===== config.mk =====
export PLATFORM = sky130hd
export DESIGN_NAME = alu_op_sequencer
export DESIGN_NICKNAME = d
export VERILOG_FILES = /design/src/rtl/alu_pkg.sv /design/src/rtl/alu_result_fifo.sv /design/src/rtl/alu_op_sequencer.sv
export SDC_FILE = /design/constraint.sdc
export NUM_CORES = 1
export LEC_CHECK = 0
export ABC_AREA = 1
export CAP_MARGIN = 10
export CORE_ASPECT_RATIO = 1.5
export CORE_MARGIN = 2
export CORE_UTILIZATION = 52
export DETAILED_ROUTE_END_ITERATION = 8
export PLACE_DENSITY_LB_ADDON = 0.12
export SKIP_LAST_GASP = 1
export SLEW_MARGIN = 20
export SYNTH_ARGS = -nofsm -noshare
export SYNTH_HDL_FRONTEND = slang
export SYNTH_SLANG_ARGS = --single-unit

===== constraint.sdc =====
create_clock -name clk -period 4.1 [get_ports clk]
set_input_delay 0.82 -clock clk [delete_from_list [all_inputs] [get_ports clk]]
set_output_delay 0.82 -clock clk [all_outputs]
set_load 0.02 [all_outputs]

===== src/rtl/alu_pkg.sv =====
// Shared definitions for the ALU op sequencer.
// Op codes are the ALU-native {s1,s0} selects. The FIFO stores each result
// together with its op code.
`timescale 1ns/1ps
package alu_pkg;

    localparam logic [1:0] OP_ADD = 2'b00;
    localparam logic [1:0] OP_SUB = 2'b01;
    localparam logic [1:0] OP_CMP = 2'b10;
    localparam logic [1:0] OP_AND = 2'b11;

    localparam int RESULT_W = 5;
    localparam int ENTRY_W  = RESULT_W + 2;  // {result, op}

    typedef enum logic [1:0] {
        IDLE        = 2'd0,
        SETTLE_WAIT = 2'd1,
        CAPTURE     = 2'd2
    } state_e;

endpackage


===== src/rtl/alu_result_fifo.sv =====
// Small synchronous FIFO that holds captured ALU results.
// Ports:
//   clk, rst_n      clock and asynchronous active-low reset
//   push_i, wdata_i write request and entry. A write is ignored when the FIFO is full,
//                   unless a pop happens on the same edge.
//   pop_i, rdata_o  pop request and head entry. A pop on an empty FIFO has no effect.
//   full_o, empty_o, count_o  occupancy status
// DEPTH must be a power of two so that the pointers wrap naturally.
`timescale 1ns/1ps
module alu_result_fifo #(
    parameter int WIDTH = 7,
    parameter int DEPTH = 2
) (
    input  logic                       clk,
    input  logic                       rst_n,
    input  logic                       push_i,
    input  logic [WIDTH-1:0]           wdata_i,
    input  logic                       pop_i,
    output logic [WIDTH-1:0]           rdata_o,
    output logic                       full_o,
    output logic                       empty_o,
    output logic [$clog2(DEPTH+1)-1:0] count_o
);

    localparam int PTR_W = (DEPTH > 1) ? $clog2(DEPTH) : 1;
    localparam int CNT_W = $clog2(DEPTH + 1);

    logic [WIDTH-1:0] mem_q [DEPTH];
    logic [PTR_W-1:0] wr_ptr_q, wr_ptr_d;
    logic [PTR_W-1:0] rd_ptr_q, rd_ptr_d;
    logic [CNT_W-1:0] count_q, count_d;
    logic             do_push, do_pop;

    assign full_o  = (count_q == CNT_W'(DEPTH));
    assign empty_o = (count_q == '0);
    assign count_o = count_q;
    assign rdata_o = mem_q[rd_ptr_q];

    // When the FIFO is full, a simultaneous pop frees the head slot, and the
    // write pointer is on that slot. So push and pop on the same edge are safe.
    assign do_pop  = pop_i & ~empty_o;
    assign do_push = push_i & (~full_o | do_pop);

    always_comb begin
        wr_ptr_d = wr_ptr_q;
        rd_ptr_d = rd_ptr_q;
        count_d  = count_q;
        if (do_push) wr_ptr_d = wr_ptr_q + PTR_W'(1);
        if (do_pop)  rd_ptr_d = rd_ptr_q + PTR_W'(1);
        case ({do_push, do_pop})
            2'b10:   count_d = count_q + CNT_W'(1);
            2'b01:   count_d = count_q - CNT_W'(1);
            default: count_d = count_q;
        endcase
    end

    // NOTE: storage has no reset. Reset clears count and pointers, so a stale
    // entry is never visible, and resetting the array would only add a reset
    // path to every flop in it.
    always_ff @(posedge clk) begin
        if (do_push) mem_q[wr_ptr_q] <= wdata_i;
    end

    // NOTE: sequential state uses non-blocking assignments only. Next-state
    // values are computed in always_comb and registered here.
    always_ff @(posedge clk or negedge rst_n) begin
        if (!rst_n) begin
            wr_ptr_q <= '0;
            rd_ptr_q <= '0;
            count_q  <= '0;
        end else begin
            wr_ptr_q <= wr_ptr_d;
            rd_ptr_q <= rd_ptr_d;
            count_q  <= count_d;
        end
    end

endmodule


===== src/rtl/alu_op_sequencer.sv =====
// Issue and capture stage for the 4-bit combinational ALU.
// Accepts op requests, registers the operands and selects into the ALU, waits
// SETTLE cycles, then captures the ALU result into a result FIFO. A 4-bit
// accumulator holds the last non-compare result, so chained ops can use it as A.
// Ports:
//   in_valid/in_ready, in_a, in_b, in_op, in_use_acc  request side
//   alu_a, alu_b, alu_s0, alu_s1                      registered ALU inputs
//   alu_out                                           ALU result, sampled at capture
//   out_valid/out_ready, out_result, out_op           result FIFO head
//   acc                                               accumulator
`timescale 1ns/1ps
module alu_op_sequencer
    import alu_pkg::*;
#(
    parameter int SETTLE     = 1,  // 1..7
    parameter int FIFO_DEPTH = 2   // power of two, >= 2
) (
    input  logic                clk,
    input  logic                rst_n,
    input  logic                in_valid,
    output logic                in_ready,
    input  logic [3:0]          in_a,
    input  logic [3:0]          in_b,
    input  logic [1:0]          in_op,
    input  logic                in_use_acc,
    output logic [3:0]          alu_a,
    output logic [3:0]          alu_b,
    output logic                alu_s0,
    output logic                alu_s1,
    input  logic [RESULT_W-1:0] alu_out,
    output logic                out_valid,
    input  logic                out_ready,
    output logic [RESULT_W-1:0] out_result,
    output logic [1:0]          out_op,
    output logic [3:0]          acc
);

    localparam logic [2:0] SETTLE_INIT = 3'(SETTLE - 1);

    state_e      state_q, state_d;
    logic [2:0]  cnt_q, cnt_d;
    logic [3:0]  alu_a_q, alu_a_d;
    logic [3:0]  alu_b_q, alu_b_d;
    logic [1:0]  op_q, op_d;
    logic [3:0]  acc_q, acc_d;

    logic               accept;
    logic               fifo_push, fifo_pop;
    logic               fifo_full, fifo_empty;
    logic [ENTRY_W-1:0] fifo_rdata;
    logic [$clog2(FIFO_DEPTH+1)-1:0] fifo_count;

    // Only one op is in flight at a time. A free slot seen at accept therefore
    // stays free until its capture, because pops only add space.
    assign in_ready = rst_n & (state_q == IDLE) & ~fifo_full;
    assign accept   = in_valid & in_ready;

    // NOTE: every signal written in this block gets a default first. A path
    // that leaves a signal unassigned would infer a latch.
    always_comb begin
        state_d   = state_q;
        cnt_d     = cnt_q;
        alu_a_d   = alu_a_q;
        alu_b_d   = alu_b_q;
        op_d      = op_q;
        acc_d     = acc_q;
        fifo_push = 1'b0;
        case (state_q)
            IDLE: begin
                if (accept) begin
                    alu_a_d = in_use_acc ? acc_q : in_a;
                    alu_b_d = in_b;
                    op_d    = in_op;
                    cnt_d   = SETTLE_INIT;
                    state_d = SETTLE_WAIT;
                end
            end
            SETTLE_WAIT: begin
                if (cnt_q == 3'd0) state_d = CAPTURE;
                else               cnt_d   = cnt_q - 3'd1;
            end
            CAPTURE: begin
                fifo_push = 1'b1;
                // Compare results are flags, not data, so they do not change the accumulator.
                if (op_q != OP_CMP) acc_d = alu_out[3:0];
                state_d = IDLE;
            end
            default: state_d = IDLE;
        endcase
    end

    always_ff @(posedge clk or negedge rst_n) begin
        if (!rst_n) begin
            state_q <= IDLE;
            cnt_q   <= '0;
            alu_a_q <= '0;
            alu_b_q <= '0;
            op_q    <= OP_ADD;
            acc_q   <= '0;
        end else begin
            state_q <= state_d;
            cnt_q   <= cnt_d;
            alu_a_q <= alu_a_d;
            alu_b_q <= alu_b_d;
            op_q    <= op_d;
            acc_q   <= acc_d;
        end
    end

    assign fifo_pop = out_ready;

    alu_result_fifo #(
        .WIDTH (ENTRY_W),
        .DEPTH (FIFO_DEPTH)
    ) u_fifo (
        .clk     (clk),
        .rst_n   (rst_n),
        .push_i  (fifo_push),
        .wdata_i ({alu_out, op_q}),
        .pop_i   (fifo_pop),
        .rdata_o (fifo_rdata),
        .full_o  (fifo_full),
        .empty_o (fifo_empty),
        .count_o (fifo_count)
    );

    logic unused_count;
    assign unused_count = ^fifo_count;

    assign alu_a      = alu_a_q;
    assign alu_b      = alu_b_q;
    assign alu_s0     = op_q[0];
    assign alu_s1     = op_q[1];
    assign acc        = acc_q;
    assign out_valid  = ~fifo_empty;
    assign out_result = fifo_rdata[ENTRY_W-1:2];
    assign out_op     = fifo_rdata[1:0];

endmodule


==> results.txt <==
Hold/Removal Path Class = reg -> reg
Top Ports = 43
Highest net fanout along the worst path = 2
Final setup violating endpoints = 0
Syn_area_per_cell = 10.7 sq um
Final Cell Area = 2200 sq um
Placed inst area = 2120 sq um
Critical Path Max Stage Delay = 0.59 ns
Post-Syn Nets = 179
R2R Setup Slk = 2.47 ns
FP Rows = 25
Distinct cells, synth = 24
Initial antenna violation count = 0
Setup Crit Path Kind = in -> out
Number of global-route vias before repair = 1181
Period utilization = 71.7%
CP Cell Sequence = clkdlybuf4s50_1 > and3_2 > clkdlybuf4s50_1
Via density = 4.81
EDFF count, synth = 14
Endpoint with the worst hold slack = alu_a[2]
Clk sinks = 37
Fin. max-slew vios = 0
Critical path startpoint = rst_n
Largest net degree at the start of global routing = 25
Setup repair bufs after CTS = 0
Final-report hold violation count = 0
Required @ worst endpoint = 3.28 ns
Clk_lat worst skew = 0.28 ns
Hold Path Cell Cnt = 2
Hold Buf Count CTS = 0
Clock Path Buffers = 2
Root buf cell = clkbuf_8
Yosys reg bits = 37
Synth area leaders = dfrtp_1, edfxtp_1, nand2_1
YS warnings = 0
Final setup TNS = 0 ns
Vias = 1174
Hold Startpoint = alu_a[2]
Worst reg2reg path startpoint = u_fifo.count_o[0]
Measured slew at the worst slew-check pin = 0.575 ns
Wirelength, routed = 3.12 mm
Synth Instances = 156
Die area = 3690 sq um
Synth area leader = dfrtp_1
Worst R2R End = u_fifo.count_o[1]
Lkg Pwr = 0.000991 uW
Max Cap Viol = 0
Per-cell routed wire length = 12.8 um
Final Power = 1660 uW
Fraction of layout cells with a size suffix above 1 = 19.6%
RSZ-0062 raised after global routing = false
# fillers = 219
CTS tree = built
Commonest cells in the netlist = nand2_1, dfrtp_1, inv_1
Worst Reg-to-Reg Cells = 7
Synth async-reset ratio = 62.2%
GR Overflow Total = 0
First-pass GRT wire length = 5.22 mm
Most numerous cell in the Yosys netlist = nand2_1
Slew HR = 61.5%
Setup Skew = 0.00381 ns
Crit path time final = 2.94 ns
H-tree levels = 2
Starting Density = 53.9%
Number of remaining DRC errors = 0
VDD IR-drop max = 0.471 mV
DR iter-0 viols = 22
Pwr/cell area = 752 nW/um^2
Hpwl dp = 2.43 mm
Post-Synthesis Cell Area = 1670 sq um
Drt pass-1 iters = 3
GP Congestion = 0.720
Outcome = finished, final reports clean
Synth Flop Type = dfrtp_1
GRT Total Usage = 19.4%
Max Clk Rate = 0.340 GHz
Die Ht = 73.4 um
Number of clock buffers inserted by TritonCTS = 5
Core region area = 3100 sq um
Nets@finish = 226
Clock transition at path regs = 0.06 ns
Worst EP arrival = 2.12 ns
CTS resizes = 0
Die X = 50.3 um
Antenna-violating nets left = 0
PortBufs = 42
Worst path slowest cell = clkdlybuf4s50_1
Crit start category = input pin
CP most frequent cell = clkdlybuf4s50_1
Crit end category = primary output
Top-area cell type share of the netlist area = 34.5%
N_diodes = 0
Area grow syn2layout = 31.8%
Seq/Total Area, Yosys = 59.6%
per-stage QoR:
stage / hold slack [ns] / setup WS (ns) / instances / util, %
after CTS: 0.487 / 1.15 / 244 / 71.1
after floorplan: 0.485 / 2.22 / 156 / -
after global routing: 0.513 / 1.15 / 244 / 71.1
after global placement: 0.472 / 1.15 / 236 / 68.5
after detailed placement: 0.475 / 1.15 / 236 / 68.5
final: 0.487 / 1.16 / 244 / 71.1
power by group:
part | switching, uW | leakage (uW) | internal, uW
registers | 109 | 0.000415 | 526
clock network | 115 | 0.0000399 | 118
logic | 435 | 0.000536 | 352
total | 659 | 0.000991 | 997
cells by family (layout without fill, tap and decap cells):
logic type / after synthesis / in the layout / share of synthesized area [%]
XOR/XNOR: 5 / 5 / 2.62
flip-flops: 37 / 37 / 59.6
AND/OR/NAND/NOR: 63 / 63 / 19.3
buffers and inverters: 25 / 73 / 6.59
AO/OA/AOI/OAI: 23 / 23 / 9.59
adder cells (fa/ha/maj): 3 / 3 / 2.25
layout by cell type (no fill, tap or decap):
| cell type | synthesis | layout |
|---|---|---|
| nand3_2 | 3 | 3 |
| edfxtp_1 | 14 | 14 |
| o21ai_1 | 1 | 1 |
| nand2_1 | 36 | 36 |
| o21ai_2 | 12 | 12 |
| clkbuf_1 | 0 | 2 |
| nand4_4 | 1 | 1 |
| buf_4 | 0 | 1 |
| inv_2 | 1 | 1 |
| and3_2 | 1 | 1 |
| dfrtp_1 | 23 | 23 |
| a21oi_1 | 1 | 1 |
| or2_2 | 4 | 4 |
| clkdlybuf4s50_1 | 0 | 42 |
| xnor2_1 | 2 | 2 |
| clkbuf_8 | 0 | 5 |
| ha_1 | 3 | 3 |
| clkinv_1 | 1 | 2 |
| nor2_1 | 5 | 5 |
| nand2_4 | 1 | 1 |
| xor2_1 | 3 | 3 |
| nor3_1 | 1 | 1 |
| inv_1 | 20 | 20 |
| nand2_2 | 9 | 9 |
| o21ai_0 | 9 | 9 |
| nor2_2 | 2 | 2 |
worst max-delay path, delay by kind of cell:
family                 cells  cell delay [ns]
and+or+nand+nor            1             0.19
buffers and inverters      2             1.11
area by class of cell:
class	instances	area (sq um)	area share, %
Clock inverter	1	3.75	0.171
Timing Repair Buffer	43	428	19.4
Sequential cell	37	996	45.3
Clock buffer	7	76.3	3.47
Multi-Input combinational cell	94	564	25.6
Tap cell	40	50.0	2.27
Inverter	22	82.6	3.75
state kept, by name, indices dropped and copies added, names as in the netlist:
name and count:
cnt_q 3, state_q 2, u_fifo.rd_ptr_q 1, u_fifo.count_o 2, acc 4, u_fifo.mem_q 14
op_q 2, alu_a 4, u_fifo.wr_ptr_q 1, alu_b 4
how the worst max path moves through the flow:
stage,slack (ns),depth (start not counted),end
2_1_floorplan,2.22,1,in_ready
3_3_place_gp,1.15,3,in_ready
3_5_place_dp,1.15,3,in_ready
4_1_cts,1.15,3,in_ready
5_1_grt,1.15,3,in_ready
6_report,1.16,3,in_ready
routing by layer:
metal | wire length (um) | global-route usage [%] | vias to the layer above
met5 | 0 | 0 | -
met1 | 1120 | 19.6 | 553
met3 | 167 | 5.28 | 6
met4 | 59 | 8.33 | 0
met2 | 1770 | 36.5 | 31
li1 | - | - | 584
No activity file was read; power rests on OpenSTA's default activity.
